[src/rtl/uart_cmd_pkg.sv]
// uart_cmd_pkg: shared frame-parser types and constants for uart_cmd_parser.
package uart_cmd_pkg;
    localparam int C_FRAME_LEN = 5;
    localparam logic [7:0] C_HEADER_DEF = 8'hA5;
    typedef enum logic [$clog2(C_FRAME_LEN)-1:0] {sHDR, sADDR, sDATH, sDATL, sCSUM} state_t;
endpackage

[src/rtl/uart_cmd_parser.sv]
// uart_cmd_parser: assembles 5-byte UART command frames into register writes.
// Optional inter-byte timeout enabled by defining UART_CMD_TIMEOUT_EN.
module uart_cmd_parser
    import uart_cmd_pkg::*;
#(
    parameter logic [7:0] C_HEADER = C_HEADER_DEF,
`ifdef UART_CMD_TIMEOUT_EN
    parameter int C_TIMEOUT_CYC = 100000,
`endif
    parameter int C_ERRCNT_W = 8
) (
    input  logic                  clk,
    input  logic                  rstb,
    input  logic [7:0]            rx_data,
    input  logic                  rx_valid,
    input  logic                  rx_error,
    output logic                  rx_ack,
    output logic                  wr_en,
    output logic [7:0]            wr_addr,
    output logic [15:0]           wr_data,
    output logic                  frame_err,
    output logic [C_ERRCNT_W-1:0] err_count,
    output logic                  busy
);
    state_t     state;
    logic       holdoff;
    logic       err_q;
    logic [7:0] byte_q;
    logic [7:0] csum;
    logic [7:0] addr_q;
    logic [7:0] dath_q;
    logic [7:0] datl_q;
    logic       accept;
    logic       good;
    logic       abort;
    logic       timeout;

    assign accept = (rx_valid | rx_error) & ~holdoff;
    assign busy   = state != sHDR;

`ifdef UART_CMD_TIMEOUT_EN
    localparam int CW = $clog2(C_TIMEOUT_CYC + 1);
    logic [CW-1:0] cnt;
    assign timeout = !accept && state != sHDR && cnt == CW'(C_TIMEOUT_CYC - 1);
    always_ff @(posedge clk) begin
        if (!rstb || accept || state == sHDR || timeout)
            cnt <= '0;
        else
            cnt <= cnt + 1'b1;
    end
`else
    assign timeout = 1'b0;
`endif

    // The accepted byte is processed on the edge that ends its ack cycle.
    assign good  = rx_ack && !err_q && state == sCSUM && byte_q == csum;
    assign abort = (rx_ack && (err_q || (state == sCSUM && byte_q != csum))) || timeout;

    always_ff @(posedge clk) begin
        if (!rstb) begin
            state     <= sHDR;
            holdoff   <= 1'b0;
            rx_ack    <= 1'b0;
            err_q     <= 1'b0;
            byte_q    <= '0;
            csum      <= '0;
            addr_q    <= '0;
            dath_q    <= '0;
            datl_q    <= '0;
            wr_en     <= 1'b0;
            wr_addr   <= '0;
            wr_data   <= '0;
            frame_err <= 1'b0;
            err_count <= '0;
        end else begin
            rx_ack    <= accept;
            holdoff   <= accept;
            wr_en     <= good;
            frame_err <= abort;
            if (accept) begin
                byte_q <= rx_data;
                err_q  <= rx_error;
            end
            if (good) begin
                wr_addr <= addr_q;
                wr_data <= {dath_q, datl_q};
            end
            if (abort && err_count != '1)
                err_count <= err_count + 1'b1;
            if (abort)
                state <= sHDR;
            else if (rx_ack) begin
                case (state)
                    sHDR:  state <= byte_q == C_HEADER ? sADDR : sHDR;
                    sADDR: begin
                        addr_q <= byte_q;
                        csum   <= byte_q;
                        state  <= sDATH;
                    end
                    sDATH: begin
                        dath_q <= byte_q;
                        csum   <= csum ^ byte_q;
                        state  <= sDATL;
                    end
                    sDATL: begin
                        datl_q <= byte_q;
                        csum   <= csum ^ byte_q;
                        state  <= sCSUM;
                    end
                    default: state <= sHDR;
                endcase
            end
        end
    end
endmodule
[config.mk]
export PLATFORM = sky130hd
export DESIGN_NAME = uart_cmd_parser
export DESIGN_NICKNAME = d
export VERILOG_FILES = /design/src/rtl/uart_cmd_pkg.sv /design/src/rtl/uart_cmd_parser.sv
export SDC_FILE = /design/constraint.sdc
export NUM_CORES = 1
export LEC_CHECK = 0
export ABC_AREA = 1
export CORE_MARGIN = 1
export CORE_UTILIZATION = 48
export DETAILED_ROUTE_END_ITERATION = 8
export MAX_ROUTING_LAYER = met4
export PLACE_DENSITY = 0.8
export SLEW_MARGIN = 10
export SYNTH_ARGS = -nofsm -noshare
export SYNTH_HDL_FRONTEND = slang
export SYNTH_SLANG_ARGS = --single-unit
[constraint.sdc]
create_clock -name clk -period 1.4 [get_ports clk]
set_input_delay 0.21 -clock clk [delete_from_list [all_inputs] [get_ports clk]]
set_output_delay 0.21 -clock clk [all_outputs]
set_load 0.05 [all_outputs]
==> results.cfg <==
[outcome]
status = finished, violations left
violations = setup timing

[global_route]
grt_max_degree = 59
grt_overflow_total = 0
grt_pass1_wl_mm = 13.8
first_global_vias = 2953
antenna_found_initial = 0
grt.total_usage_pct = 25.6

[timing]
finalSetupViolCount = 45
worst_slack_ns = -0.195
hold_viol = 0
max_freq_mhz = 627
worstMarginPinSlew_ns = 0.544
skew_ns = 0.00637
hold_slack_ns = 0.164
fin_crit_sh_pct = 114
finalMaxSlewViolations = 0
rsz0062_at_grt = true
fin_crit_ns = 1.59
relSlewSlack_pct = 63.7

[yosys]
yosys-top-cells-count = 79 x dfxtp_1, 52 x a21oi_1, 44 x nor2_1
avgSynthCellArea_sq_um = 8.28
synth_nets = 409
synth_top_area_cell = dfxtp_1
syn_area_sq_um = 3280
synth_enable_flop_cells = 0
synth_seq_area_share_pct = 48.2
synth_top_area_share_pct = 48.2
ys.flop_type = dfxtp_1
synth.distinct_cells = 31
syn_inst = 396
synthArstFlopShare_pct = 0
yosysMostFrequentCell = dfxtp_1
yosys_warnings = 0
synth_area_leaders = dfxtp_1 48%, a21oi_1 7.9%, nor2_1 5.0%
yosys_register_bits = 79

[clock_network]
insertion_delay_ns = 0.36
tritoncts = built
clockBufferDepth = 2
holdBufCountCts = 0
cts.sinks = 79
cts_root_buf = clkbuf_8
htree_levels = 3
clk_pin_slew_worst_paths_ns = 0.08
numCtsBuffers = 9

[worst_hold_path]
hold_path.class = input pin to flip-flop
hold_end = err_count[0]
min_path_cells = 3
hp-start = rstb

[floorplan]
die-area_sq_um = 7160
die_x_um = 84.6
core_area_sq_um = 6460
initial_core_util_pct = 50.8
die_y_um = 84.6
num_rows = 29
boundaryPins = 48

[detailed_routing]
via_count = 3226
first_iter_violations = 298
wl_per_cell_um = 16.7
viasPerCell = 5.66
route.detailed.drc = 0
firstDrtPassIters = 7
ant_nets = 0
postRouteWirelength_mm = 9.49

[final_layout]
drive_above_1_share_pct = 38.9
n_antenna_cell = 0
regArea_sq_um = 1610
fill_cells = 365
layout.nets = 501
utilization_pct = 77.2
multi_input_area_sq_um = 1580
syn2layout_area_growth_pct = 52.2
stdcell_count = 570

[worst_setup_path]
endpoint_kind = flip-flop
arrival_ns = 1.84
cp_max_fo = 6
max_stage_delay_ns = 0.38
ff2ff_path_depth = 9
r2r_slack_ns = -0.19
reg2reg_from = csum[0]
cp_cell_sequence = nand2_1 -> nand2_1 -> nand2_1 -> nor2_2 -> nand2_4 -> nand2_4 -> nand3_2 -> o21ai_0 -> a21oi_1
crit_type = flip-flop to flip-flop
worstPathRequired_ns = 1.65
reg2reg_to = datl_q[7]
crit_path_frequent_cell = nand2_1
setup.worst_path.start = csum[0]
start_kind = flip-flop
cpMaxStageDelayCell = dfxtp_2

[power_and_ir_drop]
p_sw_share_pct = 25.4
intPower_w = 0.00329
powerDensity_nw_per_um2 = 885
peakVddDrop_mv = 0.702
pwr-share-comb_pct = 9.2
seqPwrFrac_pct = 52.2
cellLeakagePower_nw = 1.97
p_sw_w = 0.00112
clkPwrFrac_pct = 38.5

[job]
drv_cap = 0

[place]
gp_congestion = 0.907
dp.cells = 540
io_buffers = 47
dp_slack_ns = -0.0546
dp_hpwl_mm = 5.27
## layout make-up
type	count	share of cell area, %
flip-flops and latches	79	32.3
multi-input cells	260	31.7
repair buffers	99	26.9
clock buffers	12	3.56
inverters	39	3.03
well taps	77	1.93
clock inverters	4	0.477
## power by group through the flow
stage	combinational, W	sequential [W]	clock [W]
finish	0.000408	0.00231	0.00170
global route	0.000429	0.00231	0.00183
floorplan	0.000175	0.00237	0
detailed placement	0.000359	0.00235	0
CTS	0.000372	0.00230	0.00172
global placement	0.000354	0.00235	0
## through the flow
| step | power (W) | cell area [sq um] | TNS [ns] |
|---|---|---|---|
| 6_report | 0.00441 | 4990 | -4.26 |
| 5_1_grt | 0.00457 | 4990 | -8.34 |
| 4_1_cts | 0.00439 | 4820 | -0.0829 |
| 3_5_place_dp | 0.00271 | 4430 | -0.660 |
| 3_3_place_gp | 0.00270 | 4430 | 0 |
| 2_1_floorplan | 0.00254 | 3330 | -0.256 |
## worst max-delay path: cells and delay by family, from the launching register on
family | cells | cell delay (ns)
flops | 1 | 0.38
compound gates | 2 | 0.37
simple gates | 7 | 0.72
## metal layers
metal | GRT usage, % | share of wire (%) | up-vias
met1 | 28.2 | 40 | 1523
met2 | 43.2 | 51 | 153
met3 | 6.69 | 5.9 | 39
met4 | 11.9 | 3.6 | 0
met5 | - | 0 | -
li1 | - | - | 1511
## flip-flops by register name, summed over array words and instances, names as in the netlist
name,cells
wr_en,1
state,3
holdoff,1
csum,8
frame_err,1
byte_q,8
dath_q,8
err_q,1
wr_data,16
wr_addr,8
addr_q,8
datl_q,8
err_count,8
## cell usage in the layout (no fill, tap or decap), drive strengths merged
master and count:
a21oi 67, nand3 14, xnor2 6, buf 87
ha 1, nor4 3, clkinvlp 1, o21ai 57
inv 40, clkdlybuf4s50 10, dfxtp 79, clkbuf 14
clkinv 2, nand4 9, nand2 41, nor2 51
xor2 5, nor3 5, o31ai 1
## worst max-delay path by stage
| stage | end | slack (ns) | cells after the start |
|---|---|---|---|
| floorplan | err_count[0] | -0.04 | 8 |
| global placement | wr_data[13] | 0.002 | 10 |
| detailed placement | wr_data[12] | -0.05 | 10 |
| CTS | wr_addr[1] | -0.03 | 9 |
| global route | datl_q[7] | -0.29 | 9 |
| finish | datl_q[7] | -0.19 | 9 |
## repair_timing
action,in CTS,in global routing
buffers inserted,7,1
gates resized for setup,24,27
gates cloned,3,3
pin swaps,6,12
setup endpoints to repair,31,64
## cell families (layout without fill, tap and decap cells)
group / after synthesis / after routing / synth area share [%]
AND/OR/NAND/NOR: 121 / 123 / 18.3
AO/OA/AOI/OAI: 125 / 125 / 21.2
adder cells (fa/ha/maj): 1 / 1 / 0.382
buffers and inverters: 59 / 154 / 8.89
flip-flops: 79 / 79 / 48.2
XOR/XNOR: 11 / 11 / 2.94
No activity file was read; power rests on OpenSTA's default activity.
